--- src/rtl/multicycle_ctrl.sv ---
// Multi-cycle MIPS main controller: a Moore FSM that steps each instruction through
// FETCH/DECODE/EXEC/MEM/WB and drives every datapath control input, including PC/IR enables.
module multicycle_ctrl #(
    parameter bit HALT_ON_ILLEGAL = 1'b0
) (
    input  logic       Clk,
    input  logic       Rst,
    input  logic [5:0] op,
    input  logic [5:0] func,
    output logic       PCWrite,
    output logic       IRWrite,
    output logic       RegWrite,
    output logic [1:0] RegWriteCtr,
    output logic [1:0] RegSel,
    output logic       ALUSelA,
    output logic       ALUSelB,
    output logic [3:0] ALUCtr,
    output logic       MemWrite,
    output logic [1:0] MemWriteCtr,
    output logic [2:0] MemOutCtr,
    output logic [1:0] EXTCtr,
    output logic [2:0] nPCSel,
    output logic [2:0] State,
    output logic       InstrDone,
    output logic       Illegal
);
    typedef enum logic [2:0] {
        FETCH  = 3'd0,
        DECODE = 3'd1,
        EXEC   = 3'd2,
        MEM    = 3'd3,
        WB     = 3'd4,
        HALT   = 3'd7
    } stateT;

    typedef enum logic [3:0] {
        C_ADDU, C_SUBU, C_SLT, C_SLL, C_JR,
        C_ORI, C_ADDIU, C_LUI, C_LW, C_SW,
        C_BEQ, C_BNE, C_J, C_JAL, C_ILL
    } classT;

    stateT stateReg, stateNext;
    classT classReg, decClass;

    logic       pcWriteNext, irWriteNext, regWriteNext, memWriteNext, doneNext, illegalNext;
    logic       selActive;
    logic [1:0] regWriteCtrDec, regSelDec, extCtrDec;
    logic       aluSelADec, aluSelBDec;
    logic [3:0] aluCtrDec;
    logic [2:0] nPCSelDec;

    // Instruction classification; only meaningful while the IR is stable in DECODE.
    always_comb begin
        decClass = C_ILL;
        case (op)
            6'b000000: begin
                case (func)
                    6'b100001: decClass = C_ADDU;
                    6'b100011: decClass = C_SUBU;
                    6'b101010: decClass = C_SLT;
                    6'b000000: decClass = C_SLL;
                    6'b001000: decClass = C_JR;
                    default:   decClass = C_ILL;
                endcase
            end
            6'b001101: decClass = C_ORI;
            6'b001001: decClass = C_ADDIU;
            6'b001111: decClass = C_LUI;
            6'b100011: decClass = C_LW;
            6'b101011: decClass = C_SW;
            6'b000100: decClass = C_BEQ;
            6'b000101: decClass = C_BNE;
            6'b000010: decClass = C_J;
            6'b000011: decClass = C_JAL;
            default:   decClass = C_ILL;
        endcase
    end

    always_ff @(posedge Clk) begin
        if (Rst) begin
            stateReg <= FETCH;
            classReg <= C_ILL;
        end else begin
            stateReg <= stateNext;
            if (stateReg == DECODE) begin
                classReg <= decClass;
            end
        end
    end

    always_comb begin
        stateNext    = stateReg;
        pcWriteNext  = 1'b0;
        irWriteNext  = 1'b0;
        regWriteNext = 1'b0;
        memWriteNext = 1'b0;
        doneNext     = 1'b0;
        illegalNext  = 1'b0;
        case (stateReg)
            FETCH: begin
                irWriteNext = 1'b1;
                stateNext   = DECODE;
            end
            DECODE: begin
                illegalNext = (decClass == C_ILL);
                stateNext   = (illegalNext && HALT_ON_ILLEGAL) ? HALT : EXEC;
            end
            EXEC: begin
                case (classReg)
                    C_BEQ, C_BNE, C_J, C_JR, C_ILL: begin
                        pcWriteNext = 1'b1;
                        doneNext    = 1'b1;
                        stateNext   = FETCH;
                    end
                    C_JAL: begin
                        pcWriteNext  = 1'b1;
                        regWriteNext = 1'b1;
                        doneNext     = 1'b1;
                        stateNext    = FETCH;
                    end
                    C_LW, C_SW: stateNext = MEM;
                    default:    stateNext = WB;
                endcase
            end
            MEM: begin
                if (classReg == C_SW) begin
                    memWriteNext = 1'b1;
                    pcWriteNext  = 1'b1;
                    doneNext     = 1'b1;
                    stateNext    = FETCH;
                end else begin
                    stateNext = WB;
                end
            end
            WB: begin
                regWriteNext = 1'b1;
                pcWriteNext  = 1'b1;
                doneNext     = 1'b1;
                stateNext    = FETCH;
            end
            HALT:    stateNext = HALT;
            default: stateNext = FETCH;
        endcase
    end

    // Datapath selects depend only on the latched class, so they stay put EXEC..end.
    always_comb begin
        regWriteCtrDec = 2'd0;
        regSelDec      = 2'd0;
        aluSelADec     = 1'b0;
        aluSelBDec     = 1'b0;
        aluCtrDec      = 4'd0;
        extCtrDec      = 2'd0;
        nPCSelDec      = 3'd0;
        case (classReg)
            C_ADDU: regSelDec = 2'd1;
            C_SUBU: begin regSelDec = 2'd1; aluCtrDec = 4'd1; end
            C_SLT:  begin regSelDec = 2'd1; aluCtrDec = 4'd4; end
            C_SLL:  begin regSelDec = 2'd1; aluCtrDec = 4'd5; aluSelADec = 1'b1; end
            C_JR:   nPCSelDec = 3'd3;
            C_ORI:  begin aluSelBDec = 1'b1; aluCtrDec = 4'd2; extCtrDec = 2'd0; end
            C_ADDIU, C_SW: begin aluSelBDec = 1'b1; extCtrDec = 2'd1; end
            C_LW:   begin aluSelBDec = 1'b1; extCtrDec = 2'd1; regWriteCtrDec = 2'd1; end
            C_LUI:  begin aluSelBDec = 1'b1; aluCtrDec = 4'd2; extCtrDec = 2'd2; end
            C_BEQ:  begin aluCtrDec = 4'd1; nPCSelDec = 3'd1; end
            C_BNE:  begin aluCtrDec = 4'd1; nPCSelDec = 3'd4; end
            C_J:    nPCSelDec = 3'd2;
            C_JAL:  begin nPCSelDec = 3'd2; regSelDec = 2'd2; regWriteCtrDec = 2'd2; end
            default: nPCSelDec = 3'd0;
        endcase
    end

    // Strobes are masked by Rst so a mid-instruction reset never commits a write.
    assign selActive   = !Rst && (stateReg == EXEC || stateReg == MEM || stateReg == WB);
    assign PCWrite     = pcWriteNext  && !Rst;
    assign IRWrite     = irWriteNext  && !Rst;
    assign RegWrite    = regWriteNext && !Rst;
    assign MemWrite    = memWriteNext && !Rst;
    assign InstrDone   = doneNext     && !Rst;
    assign Illegal     = illegalNext  && !Rst;
    assign RegWriteCtr = selActive ? regWriteCtrDec : 2'd0;
    assign RegSel      = selActive ? regSelDec      : 2'd0;
    assign ALUSelA     = selActive && aluSelADec;
    assign ALUSelB     = selActive && aluSelBDec;
    assign ALUCtr      = selActive ? aluCtrDec      : 4'd0;
    assign EXTCtr      = selActive ? extCtrDec      : 2'd0;
    assign nPCSel      = selActive ? nPCSelDec      : 3'd0;
    assign MemWriteCtr = 2'b00;
    assign MemOutCtr   = 3'b000;
    assign State       = stateReg;
endmodule

--- config.mk ---
export PLATFORM = sky130hd
export DESIGN_NAME = multicycle_ctrl
export DESIGN_NICKNAME = d
export VERILOG_FILES = /design/src/rtl/multicycle_ctrl.sv
export SDC_FILE = /design/constraint.sdc
export NUM_CORES = 1
export LEC_CHECK = 0
export BUFFER_PORTS_ARGS = -buffer_cell sky130_fd_sc_hd__clkbuf_2
export CORE_UTILIZATION = 45
export DETAILED_ROUTE_END_ITERATION = 8
export GPL_TIMING_DRIVEN = 0
export PLACE_DENSITY_LB_ADDON = 0.12
export SLEW_MARGIN = 20
export SYNTH_ARGS = -nofsm -noshare
export SYNTH_HDL_FRONTEND = slang
export SYNTH_SLANG_ARGS = --single-unit
--- constraint.sdc ---
create_clock -name Clk -period 1.7 [get_ports Clk]
set_input_delay 0.255 -clock Clk [delete_from_list [all_inputs] [get_ports Clk]]
set_output_delay 0.255 -clock Clk [all_outputs]
set_load 0.1 [all_outputs]
==> flow_metrics.py, run 1 <==
metrics = {
    "cts": {
        "clock-sinks": 7,
        "cts_buffers": 3,
        "root_buffer": "clkbuf_4",
        "post_cts_buffers": 19,
        "postCtsHoldBufs": 0,
        "cts_resized": 82,
        "ctsHtreeMaxLevel": 1,
        "cts_max_path_buffers": 2,
    },
    "logic_synthesis": {
        "synth_area_per_cell_sq_um": 6.82,
        "syn-cell-area_sq_um": 907,
        "synth_top_family_by_area": "simple AND/OR/NAND/NOR gates",
        "synth-compound-area-share": 0.210,
        "synth_flop_cell": "dfxtp_1",
        "ys_types": 42,
        "synth-edff-count": 0,
        "synth_xor_area_frac": 0.00966,
        "yosysSeqAreaShare": 0.154,
        "synthSimpleGateAreaFrac": 0.476,
        "ys_async_sr_fraction": 0,
        "synth_adder_area_share": 0,
        "synth-seq-cells": 7,
        "netlist_instances": 133,
        "ys_warn_count": 0,
        "synthMuxAreaShare": 0.0124,
    },
    "outcome": {
        "firstError": "[ERROR DPL-0038] Utilization greater than 100%, impossible to legalize",
        "status": "aborted with a tool error",
        "haltStage": "4_1_cts",
    },
    "placed_design": {
        "dpl_cell_area_sq_um": 1410,
        "gp_congestion": 0.843,
        "dpl.hpwl_um": 1880,
        "io_buffers": 34,
    },
    "die": {
        "die_w_um": 46.9,
        "die_h_um": 46.9,
        "ios": 43,
        "initial_core_util": 0.503,
        "fp-row-count": 15,
    },
}
[metrics by stage]
| step | cells | setup WS (ns) |
|---|---|---|
| 3_3_place_gp | 197 | -0.450 |
| 2_1_floorplan | 138 | -0.872 |
| 3_5_place_dp | 197 | -0.498 |
[Yosys cell counts (2+ instances only)]
master     n  share of area
nand2b_1   6          0.041
nor2b_1    3          0.021
buf_4      8          0.066
inv_1      4          0.017
nand3_1    5          0.028
o32ai_1    2          0.019
nor4_1     6          0.041
nor2_1     9          0.037
a211oi_2   2          0.028
clkbuf_1   4          0.017
dfxtp_1    7           0.15
or3_1      2          0.014
and2_1     3          0.021
nand2_1   10          0.041
buf_2      4          0.022
a21oi_1   16          0.088
nor3_1    17          0.094
[logic make-up after synthesis]
logic type,count (synthesis)
flip-flops,7
AND/OR/NAND/NOR,73
AO/OA/AOI/OAI,29
XOR/XNOR,1
buffers and inverters,21
other,1
multiplexers,1
==> run 2: changes to the inputs <==
- CORE_AREA: unset -> 2 2 63 65
- CORE_UTILIZATION: 45 -> unset
- DIE_AREA: unset -> 0 0 65 67
- PLACE_DENSITY_LB_ADDON: 0.12 -> 0.15
==> run 2 against run 1 <==
Against the previous run: the flow now finishes, with violations (setup timing); synthesized cell count unchanged; synthesized area unchanged.
==> flow_metrics.py, run 2 <==
metrics = {
    "timing": {
        "rsz0062_at_grt": "true",
        "finalClockSkew_ns": 0.00255,
        "fin_crit_sh": 1.10,
        "finalWorstSetupSlack_ns": -0.169,
        "period_needed_ns": 1.87,
        "worst_pin_slew_ns": 0.687,
        "hold_viol": 0,
        "fmax_mhz": 535,
        "setup_tns_ns": -2.26,
        "slew_headroom": 0.542,
        "setup_viol": 17,
        "report.final.slew_viol_count": 0,
    },
    "logic_synthesis": {
        "synth_area_per_cell_sq_um": 6.82,
        "syn-cell-area_sq_um": 907,
        "ys_types": 42,
        "synth-edff-count": 0,
        "synthTopCellsByArea": "dfxtp_1 15%, nor3_1 9.4%, a21oi_1 8.8%",
        "ys_async_sr_fraction": 0,
        "synth_flop_cell": "dfxtp_1",
        "netlist_instances": 133,
        "yosysMostFrequentCell": "nor3_1",
        "yosysSeqAreaShare": 0.154,
        "ys_warn_count": 0,
        "synth-seq-cells": 7,
        "synth_top_area_share": 0.154,
        "yosysTopAreaCell": "dfxtp_1",
        "synthTopCellsByCount": "17 x nor3_1, 16 x a21oi_1, 10 x nand2_1",
    },
    "die": {
        "dieArea_sq_um": 4360,
        "fp-row-count": 22,
        "initial_core_util": 0.252,
        "die_w_um": 65,
        "die_h_um": 67,
        "ios": 43,
        "design.core.area_sq_um": 3610,
    },
    "global_routing": {
        "grt_pass1_wl_um": 5680,
        "grt_overflow_total": 0,
        "grt_start_max_net_pins": 11,
        "grt_pass1_vias": 1222,
        "antenna_found_initial": 0,
        "track_usage": 0.170,
    },
    "cts": {
        "cts_buffers": 3,
        "root_buffer": "clkbuf_8",
        "worstSkewPairLatency_ns": 0.22,
        "cts_tree": "built",
        "ctsHtreeMaxLevel": 1,
        "cts_max_path_buffers": 2,
        "clkTransAtPathRegs_ns": 0.04,
        "clock-sinks": 7,
    },
    "setup_path": {
        "crit_arrival_ns": 1.61,
        "crit_type": "reg2out",
        "crit_path_start": "classReg[1]$_SDFFE_PP1P_",
        "critPathMaxFanout": 7,
        "timing.rr.start": "classReg[1]$_SDFFE_PP1P_",
        "crit_required_ns": 1.44,
        "endpoint_kind": "output port",
        "critPathLaunchType": "flop",
    },
    "placed_design": {
        "dpl.hpwl_um": 2040,
        "gp_congestion": 0.814,
        "dpl_cell_area_sq_um": 1440,
        "io_buffers": 34,
    },
    "outcome": {
        "violations": "setup timing",
        "status": "complete, but fails checks",
    },
    "finish": {
        "top_register": "classReg",
        "drive_gt1_frac": 0.697,
        "num-nets-final": 216,
        "num_antenna_cells": 0,
        "regArea_sq_um": 166,
        "area_growth_pct": 154,
        "fillers": 279,
        "largest_reg_flops": 4,
        "final_common_cell": "buf_4",
        "layout_common_cells": "33 x buf_4, 14 x clkbuf_16, 9 x nor3_4",
        "multiInputGateArea_sq_um": 1060,
        "fin_area_sq_um": 2300,
    },
    "pwr": {
        "powerDensity_nw_per_um2": 408,
        "ir_worst_vdd_uv": 207,
        "leakage_nw": 0.959,
    },
    "drt": {
        "vias": 1235,
        "postRouteAntennaNets": 0,
        "wl_per_cell_um": 15.5,
        "first_pass_iters": 5,
        "viasPerCell": 4.96,
        "drc_errors": 0,
        "drt_wl_total_um": 3870,
        "drt_iter0_drc": 41,
    },
    "worst_hold_path": {
        "hold_path_class": "in2reg",
        "min-delay-start": "op[4]",
    },
    "run": {
        "drv_cap": 0,
    },
}
==> run 2: metal layers <==
layer / vias up / GRT usage / part of all wire
li1: 611 / - / -
met1: 577 / 0.169 / 0.36
met2: 35 / 0.351 / 0.55
met3: 12 / 0.0203 / 0.038
met4: 0 / 0.0665 / 0.043
met5: - / 0 / 0
==> run 2: cells by family (layout without fill, tap and decap cells) <==
group	after synthesis	in the layout	share of synthesized area
xor+xnor	1	1	0.00966
mux	1	1	0.0124
compound gates	29	29	0.210
other cells	1	6	0.00413
buf+inv	21	84	0.134
flops	7	7	0.154
simple gates	73	73	0.476
==> run 2: through the flow <==
step | util | instances | worst slack [ns] | total power [mW] | hold WS (ns)
after floorplan | - | 138 | -0.872 | 0.523 | 0.430
after global placement | 0.399 | 220 | -0.479 | 0.583 | 0.586
after detailed placement | 0.399 | 220 | -0.498 | 0.585 | 0.579
after CTS | 0.602 | 244 | -0.224 | 0.909 | 0.423
after global routing | 0.638 | 249 | -0.235 | 0.988 | 0.408
final | 0.638 | 249 | -0.169 | 0.939 | 0.383
==> run 2: worst paths after layout <==
check,end,slack [ns],cells after the start
max reg2reg,State[2]$_SDFF_PP0_,0.23,7
max,PCWrite,-0.17,7
min reg2reg,State[2]$_SDFF_PP0_,0.56,2
min,classReg[3]$_SDFFE_PP1P_,0.38,3
==> run 2: final cells by class <==
cell class | instances | share of cell area
plain buffers | 14 | 0.0713
clock buffers | 4 | 0.0196
inverters | 4 | 0.00653
multi-input cells | 110 | 0.462
flip-flops and latches | 7 | 0.0724
well taps | 48 | 0.0261
repair buffers | 62 | 0.342
==> run 2: timing repair <==
| item | CTS | global route |
|---|---|---|
| hold buffers | 0 | 0 |
| setup buffers | 21 | 9 |
| pin swaps | 23 | 19 |
| setup endpoints to repair | 20 | 21 |
| resized for setup | 100 | 33 |
| gates cloned | 1 | 0 |
==> run 2: where the power goes <==
part	leakage, nW	internal [mW]	switching, mW
registers	0.0597	0.171	0.0254
clock network	0.0228	0.162	0.0665
logic	0.877	0.184	0.330
total	0.959	0.517	0.422
==> run 2: critical path: stages, from the launching register on <==
cell,delay (ns)
dfxtp_4,0.37
nand2b_4,0.14
buf_12,0.12
a21oi_4,0.06
o31ai_4,0.26
a21oi_4,0.09
buf_12,0.16
clkbuf_16,0.18
Note: power is estimated with default switching activity, not from simulation.
